===== src/rtl/ram_pkg.sv =====
// rtl/ram_pkg.sv - shared RAM geometry constants and arbiter FSM state type
package ram_pkg;
    localparam int RAM_AW = 4;
    localparam int RAM_DW = 8;

    typedef enum logic [1:0] {
        IDLE  = 2'd0,
        ISSUE = 2'd1,
        DONE  = 2'd2
    } ram_arb_state_t;
endpackage


===== src/rtl/ram_rr_pick.sv =====
// rtl/ram_rr_pick.sv - 2-way winner select; RAM_ARB_FIXED_PRI_EN selects fixed priority
module ram_rr_pick (
    input  logic req0,
    input  logic req1,
`ifndef RAM_ARB_FIXED_PRI_EN
    input  logic last_grant,
`endif
    output logic grant
);
    // grant: 0 = port 0 wins, 1 = port 1 wins
    always_comb begin
        grant = 1'b0;
`ifdef RAM_ARB_FIXED_PRI_EN
        if (!req0 && req1) begin
            grant = 1'b1;
        end
`else
        if (req0 && req1) begin
            grant = ~last_grant;
        end else if (req1) begin
            grant = 1'b1;
        end
`endif
    end
endmodule


===== src/rtl/ram_arbiter.sv =====
// rtl/ram_arbiter.sv - two-port arbiter/sequencer for the single-port RAM; RAM_ARB_FIXED_PRI_EN selects fixed priority
module ram_arbiter
    import ram_pkg::*;
#(
    parameter int AW = RAM_AW,
    parameter int DW = RAM_DW
) (
    input  logic          clk,
    input  logic          rst_n,
    input  logic          req0,
    input  logic          req1,
    input  logic          we0,
    input  logic          we1,
    input  logic [AW-1:0] addr0,
    input  logic [AW-1:0] addr1,
    input  logic [DW-1:0] wdata0,
    input  logic [DW-1:0] wdata1,
    output logic          ack0,
    output logic          ack1,
    output logic [DW-1:0] rdata,
    output logic          busy,
    output logic          ram_rw,
    output logic [AW-1:0] ram_addr,
    output logic [DW-1:0] ram_wdata,
    input  logic [DW-1:0] ram_rdata
);
    ram_arb_state_t state_q, state_d;
    logic           grant_q, grant_d;
    logic           ram_rw_q, ram_rw_d;
    logic [AW-1:0]  ram_addr_q, ram_addr_d;
    logic [DW-1:0]  ram_wdata_q, ram_wdata_d;
    logic           pick;

`ifdef RAM_ARB_FIXED_PRI_EN
    ram_rr_pick u_pick (
        .req0  (req0),
        .req1  (req1),
        .grant (pick)
    );
`else
    logic last_q, last_d;

    ram_rr_pick u_pick (
        .req0       (req0),
        .req1       (req1),
        .last_grant (last_q),
        .grant      (pick)
    );

    // Reset as "port 1 granted last" so port 0 wins the first tie
    always_ff @(posedge clk or negedge rst_n) begin
        if (!rst_n) begin
            last_q <= 1'b1;
        end else begin
            last_q <= last_d;
        end
    end

    always_comb begin
        last_d = last_q;
        if (state_q == DONE) begin
            last_d = grant_q;
        end
    end
`endif

    always_ff @(posedge clk or negedge rst_n) begin
        if (!rst_n) begin
            state_q     <= IDLE;
            grant_q     <= 1'b0;
            ram_rw_q    <= 1'b0;
            ram_addr_q  <= '0;
            ram_wdata_q <= '0;
        end else begin
            state_q     <= state_d;
            grant_q     <= grant_d;
            ram_rw_q    <= ram_rw_d;
            ram_addr_q  <= ram_addr_d;
            ram_wdata_q <= ram_wdata_d;
        end
    end

    always_comb begin
        state_d     = state_q;
        grant_d     = grant_q;
        ram_rw_d    = ram_rw_q;
        ram_addr_d  = ram_addr_q;
        ram_wdata_d = ram_wdata_q;
        case (state_q)
            IDLE: begin
                ram_rw_d = 1'b0;
                if (req0 || req1) begin
                    grant_d     = pick;
                    ram_rw_d    = pick ? we1 : we0;
                    ram_addr_d  = pick ? addr1 : addr0;
                    ram_wdata_d = pick ? wdata1 : wdata0;
                    state_d     = ISSUE;
                end
            end
            ISSUE: begin
                // Access happens at this closing edge; drop rw so DONE never writes
                ram_rw_d = 1'b0;
                state_d  = DONE;
            end
            DONE: begin
                state_d = IDLE;
            end
            default: begin
                ram_rw_d = 1'b0;
                state_d  = IDLE;
            end
        endcase
    end

    assign ack0      = (state_q == DONE) && !grant_q;
    assign ack1      = (state_q == DONE) && grant_q;
    assign rdata     = ram_rdata;
    assign busy      = (state_q != IDLE);
    assign ram_rw    = ram_rw_q;
    assign ram_addr  = ram_addr_q;
    assign ram_wdata = ram_wdata_q;
endmodule


===== config.mk =====
export PLATFORM = sky130hd
export DESIGN_NAME = ram_arbiter
export DESIGN_NICKNAME = d
export VERILOG_FILES = /design/src/rtl/ram_pkg.sv /design/src/rtl/ram_rr_pick.sv /design/src/rtl/ram_arbiter.sv
export SDC_FILE = /design/constraint.sdc
export NUM_CORES = 1
export LEC_CHECK = 0
export CORE_MARGIN = 2
export CORE_UTILIZATION = 36
export DETAILED_ROUTE_END_ITERATION = 12
export PLACE_DENSITY = 0.88
export SYNTH_ARGS = -nofsm -noshare
export SYNTH_HDL_FRONTEND = slang
export SYNTH_SLANG_ARGS = --single-unit

===== constraint.sdc =====
create_clock -name clk -period 1.73 [get_ports clk]
set_input_delay 0.346 -clock clk [delete_from_list [all_inputs] [get_ports clk]]
set_output_delay 0.346 -clock clk [all_outputs]
set_load 0.05 [all_outputs]

==> results of run 1 <==
==> path summary, 6_finish.rpt <==
kind,start,end,cells past startpoint
setup / recovery,state_q[0],ack0,3
hold / removal,rst_n,ram_wdata[5],2
setup reg to reg,last_q,ram_wdata[5],3
hold reg to reg,state_q[1],state_q[1],1
max in group asynchronous,rst_n,last_q,2
min in group clk,state_q[1],state_q[1],1
==> stage by stage <==
stage / setup WS (ns) / utilization (%) / hold slack, ns
CTS: 0.0153 / 56.0 / 0.383
global route: 0.0410 / 56.1 / 0.393
global placement: -0.133 / 54.9 / 0.423
floorplan: 0.0882 / - / 0.0504
detailed placement: -0.177 / 54.9 / 0.430
finish: 0.0939 / 56.1 / 0.383
==> report_power, final <==
part,internal [W],switching [W],total [W]
logic,0.000732,0.000949,0.00168
clock network,0.0000858,0.000130,0.000216
registers,0.000603,0.000122,0.000725
total,0.00142,0.00120,0.00262
==> sequential cells by signal, summed over array words and instances (netlist names) <==
name,cells
grant_q,1
state_q,2
ram_wdata,8
ram_addr,4
last_q,1
ram_rw,1
==> timing repair <==
item | in CTS | in global routing
endpoints found under the setup margin | 0 | 1
hold buffers | 0 | 0
resized for setup | 0 | 1
==> routing by layer <==
layer  vias to the layer above  wire [um]
li1                        299          -
met5                         -          0
met4                         0         36
met1                       302        724
met3                         6        108
met2                        25       1010
==> cells by family after synthesis <==
logic type      after synthesis  synth area share, %
simple gates                  7                 4.85
compound gates                4                 3.93
flops                        17                 44.7
mux                          26                 37.0
buf+inv                      10                 9.57
==> cell usage in the layout, fill, tap and decap left out <==
| cell type | Yosys | final |
|---|---|---|
| buf_12 | 1 | 3 |
| nor2b_2 | 0 | 1 |
| o31ai_1 | 1 | 1 |
| buf_4 | 8 | 16 |
| nor2_4 | 1 | 1 |
| dfrtp_1 | 16 | 16 |
| and2_1 | 1 | 1 |
| dfstp_2 | 1 | 1 |
| clkinv_2 | 0 | 1 |
| mux2_4 | 16 | 16 |
| mux2_1 | 1 | 1 |
| nor2_1 | 1 | 1 |
| nor2b_1 | 3 | 2 |
| o21ai_0 | 1 | 1 |
| mux2_2 | 9 | 9 |
| a22o_1 | 1 | 1 |
| clkbuf_4 | 0 | 3 |
| clkdlybuf4s50_1 | 0 | 29 |
| a21bo_4 | 1 | 1 |
| or2_2 | 1 | 1 |
==> layout make-up <==
class,instances,area (um^2)
multi-input combinational,37,439
clock inverter,1,5.00
sequential,17,427
fill,222,1100
timing repair buffer,48,470
tap,30,37.5
clock buffer,3,22.5
==> run metrics, run 1 <==
outcome completed; CTS clk-pin slew, worst paths 0.11 ns; Area contributors post-synth dfrtp_1 (42%), mux2_4 (25%), mux2_2 (11%); register area share after synthesis 44.7%; number of setup buffers added after CTS 0; FF+latch count, synth 17; WP buf/inv 1; Slew Limit Fails 0; top-area cell type share of the netlist area 41.9%; grt met2 use 23.1%; worst vdd ir 1.01 mV; crit-path max FO 4; slowest stage cell, crit path dfrtp_1; die height 55.5 um; cell area after synthesis 955 um^2; Mean Syn Cell Area 14.9 um^2; CTS sink count 17; initial antenna violation count 0; die span in x 55.5 um; Yosys warnings 0; grt ovf 0; cell area after layout 1400 um^2; worst-margin pin slew 0.286 ns; RSZ-0062 raised after global routing false; share of cells above drive strength 1 50.0%; Starting Density 38.2%; CP peak stage delay 0.41 ns; CP Class register to output port; reg2reg setup slack 0.15 ns; max_slew headroom 80.9%; CP startpoint kind register; number of diodes 0; clock buffer depth 2; delay-heaviest family, CP simple AND/OR/NAND/NOR gates; Area after DPL 1370 um^2; largest net degree at the start of global routing 18; number of synthesized flops with an enable pin 0; syn_nets 102; Initial DRC Count 1; # DRC 0; DR pass1 iterations 2; post-synthesis cell count 64; Vias/cell 4.65; FMAX 0.611 GHz; clk_lat worst skew 0.29 ns; nets 145; Cell Chain, Critical Path nor2b_2 -> nor2b_1 -> buf_12; worst hold path type input pin to asynchronous set/reset pin; final setup vio count 0; Yosys cell types 17; GRT met3 Usage 1.41%; dpl cells 132; max cap viols 0; Power per Cell Area 1870 nW/um^2; GRT met1 Usage 14.3%; total negative slack 0 ns; Post-synth ARST share 100%; final period utilization 94.6%; vias in the first global route 673; Root Driver clkbuf_4; # IOs 62; Worst Path Arrival 1.29 ns; first-pass GRT wire length 3110 um; Top Usage Layer GRT met2; area delta synth->final 46.8%; post-layout min period 1.64 ns; Die Area 3080 um^2; WP data required 1.38 ns; via count 632; P_leak 0.638 nW; CTS tree done; Hold Vio Cnt, Final 0; Cell Count, Final, Fillers Out 136; Core Rows 18; CTS H-tree depth 1; DRT Wirelength 1880 um; routability-driven placement congestion ratio 0.725; CP Capture Type output port; port bufs 45; GRT Util Overall 12.6%; ANT nets after route 0; leading area contributor after synthesis dfrtp_1; Worst Clk Skew 0.00362 ns; Post-synth top cells dfrtp_1 (16), mux2_4 (16), mux2_2 (9), buf_4 (8), nor2b_1 (3); CTS Buf Count 3; drt wl/cell 13.8 um; core area 2500 um^2; Main synth FF type dfrtp_1; Pwr Total 0.00262 W
No activity file was read; power rests on OpenSTA's default activity.
==> run 2: changes to the inputs <==
--- a/config.mk
+++ b/config.mk
@@ -5,6 +5,7 @@
 export SDC_FILE = /design/constraint.sdc
 export NUM_CORES = 1
 export LEC_CHECK = 0
+export CORE_ASPECT_RATIO = 1.5
 export CORE_MARGIN = 2
 export CORE_UTILIZATION = 36
 export DETAILED_ROUTE_END_ITERATION = 12
==> run 2 against run 1 <==
Sequential share of layout area up 0.30 points. Die area increased by 0.28%. Cell count decreased by 3.7%. Highest routed layer unchanged. Critical path depth unchanged. Combinational power about the same.
==> run metrics, run 2 (synthesized netlist as in run 1, its figures left out) <==
outcome completed; die height 67.1 um; number of fillers in the final layout 236; CTS sink count 17; total negative slack 0 ns; Die Area 3090 um^2; R2R cell count 3; post-layout min period 1.61 ns; Worst R2R Start last_q; Setup crit end ack0; max cap viols 0; Starting Density 38.5%; Initial DRC Count 4; grt ovf 0; Worst Setup SP state_q[0]; most frequent cells in the layout clkdlybuf4s50_1 (29), buf_4 (18), mux2_4 (16), dfrtp_1 (16), mux2_2 (9); cell area after layout 1390 um^2; met2 WL post-DR 1070 um; Worst Clk Skew 0.00103 ns; top layer in use met4; final setup vio count 0; internal power 0.00140 W; nets 146; FMAX 0.620 GHz; area delta synth->final 45.3%; multi-input logic area 439 um^2; Hold Vio Cnt, Final 0; Slew Limit Fails 0; Combinational Power Share 63.7%; Power per Cell Area 1860 nW/um^2; Vias/cell 4.85; Core Rows 22; Root Driver clkbuf_4; DP HPWL 1500 um; max_slew headroom 81.4%; worst hold path type input pin to asynchronous set/reset pin; clock buffer depth 2; largest net degree at the start of global routing 18; Cell Chain, Critical Path nor2b_2 -> nor2b_1 -> buf_12; reg2reg setup slack 0.15 ns; CP peak stage delay 0.40 ns; # IOs 62; hold slack 0.376 ns; max reg flops 8; reg2reg end ram_addr[0]; Metal-1 WL 693 um; vias in the first global route 690; slowest stage cell, crit path dfrtp_1; CP Class register to output port; Worst Path Arrival 1.27 ns; CP Capture Type output port; clk_lat worst skew 0.28 ns; CP startpoint kind register; DRT Wirelength 1890 um; CTS H-tree depth 1; # DRC 0; ANT nets after route 0; CTS clk-pin slew, worst paths 0.09 ns; P_leak 0.637 nW; met3 WL post-DR 105 um; port bufs 45; GRT Util Overall 13.6%; first-pass GRT wire length 3030 um; CTS Buf Count 3; Area after DPL 1360 um^2; final period utilization 93.2%; RSZ-0062 raised after global routing false; share of cells above drive strength 1 49.5%; initial antenna violation count 0; worst vdd ir 0.903 mV; Switching Power 0.00118 W; most common cell after layout, fill and taps aside clkdlybuf4s50_1; core area 2480 um^2; # hold bufs at CTS 0; Switching Fraction 45.9%; drt wl/cell 14.4 um; CTS tree done; sequential share of power 28.3%; Clock power frac 8.0%; worst-margin pin slew 0.277 ns; Reg area 427 um^2; routability-driven placement congestion ratio 0.684; final core occ 56.0%; die span in x 46.0 um; via count 635; DR pass1 iterations 2; number of diodes 0; WP data required 1.38 ns; crit-path max FO 4
run 2: changes by cell type in the layout (fill, tap and decap cells not counted), sizes merged:
cell and change:
buf +1, clkbuf +1, clkinv -1
run 2: final cells by class:
cell class                      instances  area share [%]
Timing Repair Buffer                   49            33.5
Multi-Input combinational cell         37            31.7
Sequential cell                        17            30.7
Tap cell                               24            2.16
Clock buffer                            4            1.89
run 2: power groups by stage:
stage          combinational (W)  sequential (W)  clock [W]
2_1_floorplan           0.000692         0.00125          0
3_3_place_gp             0.00163        0.000725          0
3_5_place_dp             0.00166        0.000730          0
4_1_cts                  0.00166        0.000730   0.000213
5_1_grt                  0.00172        0.000756   0.000229
6_report                 0.00165        0.000730   0.000207
run 2: what timing repair did:
action,in CTS,in global routing
buffers inserted,0,0
resized for setup,0,1
endpoints found under the setup margin,0,1
run 2: critical path, delay by kind of cell (launching register included):
kind / cells / cell delay [ns]
flops: 1 / 0.40
simple gates: 2 / 0.41
buf+inv: 1 / 0.17
run 2: stage by stage:
step                      std cells  setup WS (ns)  total power [W]
after global routing            131         0.0384          0.00271
after global placement          127         -0.139          0.00236
final                           131          0.117          0.00258
after floorplan                  64         0.0882          0.00195
after CTS                       131         0.0545          0.00260
after detailed placement        127         -0.192          0.00239
run 2: layer usage:
layer | up-vias | global-route usage [%]
met4 | 0 | 8.21
met2 | 22 | 24.1
met5 | - | 0
met1 | 309 | 14.8
li1 | 302 | -
met3 | 2 | 0.813
run 2: worst min-delay path by stage:
stage | from | to | cells past startpoint
floorplan | rst_n | grant_q | 0
global placement | state_q[1] | state_q[1] | 1
detailed placement | state_q[1] | state_q[1] | 1
CTS | rst_n | ram_wdata[7] | 2
global route | rst_n | ram_wdata[2] | 2
finish | rst_n | ram_wdata[2] | 2
==> patch: new RTL, flow settings as in run 2 <==
Build with the macro `RAM_ARB_FIXED_PRI_EN` defined.
--- a/src/rtl/ram_rr_pick.sv
+++ b/src/rtl/ram_rr_pick.sv
@@ -1,3 +1,5 @@
 // rtl/ram_rr_pick.sv - 2-way winner select; RAM_ARB_FIXED_PRI_EN selects fixed priority
+`define RAM_ARB_FIXED_PRI_EN
+
 module ram_rr_pick (
     input  logic req0,
Check against the original RTL: not equivalent (Yosys sat finds a counterexample within 10 cycles, from zero or initial values and one cycle with rst_n low).
==> patch against run 2 <==
- count of clock-buffer cells in the layout did not move
- die area fell by 3.9%
- power rose by 1.2%
- sequential power fell by 4.4%
- sequential cell count fell by 1
- worst setup slack improved by 39 ps
- sequential share of layout area fell by 1.8 points
- area after synthesis fell by 4.2%
- routed wire length rose by 1.6%
- design area fell by 0.45%
- highest routed layer is now met3
==> patch: results (changes against run 2) <==
status: finished, final reports clean
CP peak stage delay: 430 ps (+30 ps)
HPWL after detailed placement: 1.53 mm (+2.2%)
Area Growth Syn to Fin: 51.0%
grt ovf: 0 (unchanged)
nets@finish: 145 (-0.68%)
cts bufs inserted: 3 (unchanged)
DR vias: 625 (-1.6%)
sequential share of the synthesized area: 43.8% (-0.92 points)
number of placed cells counting well taps: 126 (-0.79%)
Via density: 4.81 (-0.82%)
share of layout cells above drive strength 1: 47.2% (-2.4 points)
peak supply drop: 1010 uV (+12%)
final wirelength: 1.92 mm (+1.6%)
metal2 WL: 1.13 mm (+5.7%)
GRT Util Overall: 13.9% (+0.31 points)
reg-to-reg endpoint: ram_wdata[6]
later-pin clock latency in the skew report: 280 ps (about the same)
met3 usage: 1.65% (+0.84 points)
Post-Synthesis Cells: 63 (-1.6%)
Worst Reg2Reg Path Length in Cells: 4 (+1)
met1 GRT Util: 15.7% (+0.85 points)
Met1 Routed Length: 651 um (-6.1%)
Multi-In Gates: 35 (-5.4%)
synth top area cells: dfrtp_1 (44%), mux2_4 (33%), buf_4 (6.6%)
post-synth net total: 101 (-0.98%)
Hold Path Class: input pin to asynchronous set/reset pin
Filler cells: 217 (-8.1%)
CP max FO: 5 (+1)
seq_cells: 16 (-1)
met2 usage: 26.8% (+2.7 points)
Internal: 0.00141 W (+0.67%)
largest net degree at the start of global routing: 17 (-1)
Critical Path AT: 1230 ps (-40 ps)
Worst Hold Slack: 406 ps (+29.9 ps)
Setup WS pre-CTS: -137 ps (+55.1 ps)
RePlAce Congestion: 0.655 (-4.2%)
first-pass GRT wire length: 3.04 mm (+0.43%)
Seq/total area: 29.0% (-1.8 points)
Non-clock buffering overhead: 34.6% (+1.1 points)
worst-margin pin slew: 262 ps (-15.6 ps)
uppermost layer routed: met3
dpl cell area: 1350 um^2 (-1.0%)
vias in the first global route: 686 (-0.58%)
post-synth cell types: 15 (-2)
CP endpoint: busy
minimum clock period after layout: 1570 ps (-39.4 ps)
Pleak: 0.656 nW (+3.0%)
CP delay by family, top: flip-flops
Avg Cell Area, Syn: 14.5 um^2 (-2.7%)
Setup Skew: 2.23 ps (+1.19 ps)
synth cell count leaders: mux2_4 (20), dfrtp_1 (16), buf_4 (8)
Clock-cell share: 2.63% (+0.73 points)
detailed-router iteration count before antenna repair: 3 (+1)
Inverters, non-clock: 2 (+2)
FF-to-FF setup slack: 230 ps (+80 ps)
multi-input combinational area share: 31.1% (-0.58 points)
patch: cell count changes in the layout (fill, tap and decap cells not counted), moves of 2 or more:
| cell | delta |
|---|---|
| a21oi_1 | +3 |
| inv_1 | +2 |
| mux2_2 | -5 |
| mux2_4 | +4 |
patch: power groups by stage:
stage / combinational, W / clock (W) / sequential, W
final: 0.00167 / 0.000243 / 0.000698
after global routing: 0.00175 / 0.000272 / 0.000730
after CTS: 0.00169 / 0.000254 / 0.000703
after detailed placement: 0.00169 / 0 / 0.000706
after global placement: 0.00166 / 0 / 0.000694
after floorplan: 0.000655 / 0 / 0.00123
patch: kinds of logic (layout without fill, tap and decap cells):
| kind of cell | after synthesis | count (layout) | synth area share (%) |
|---|---|---|---|
| compound gates | 5 | 5 | 3.42 |
| mux | 24 | 24 | 37.8 |
| simple gates | 6 | 6 | 5.20 |
| buf+inv | 12 | 55 | 9.85 |
| flops | 16 | 16 | 43.8 |
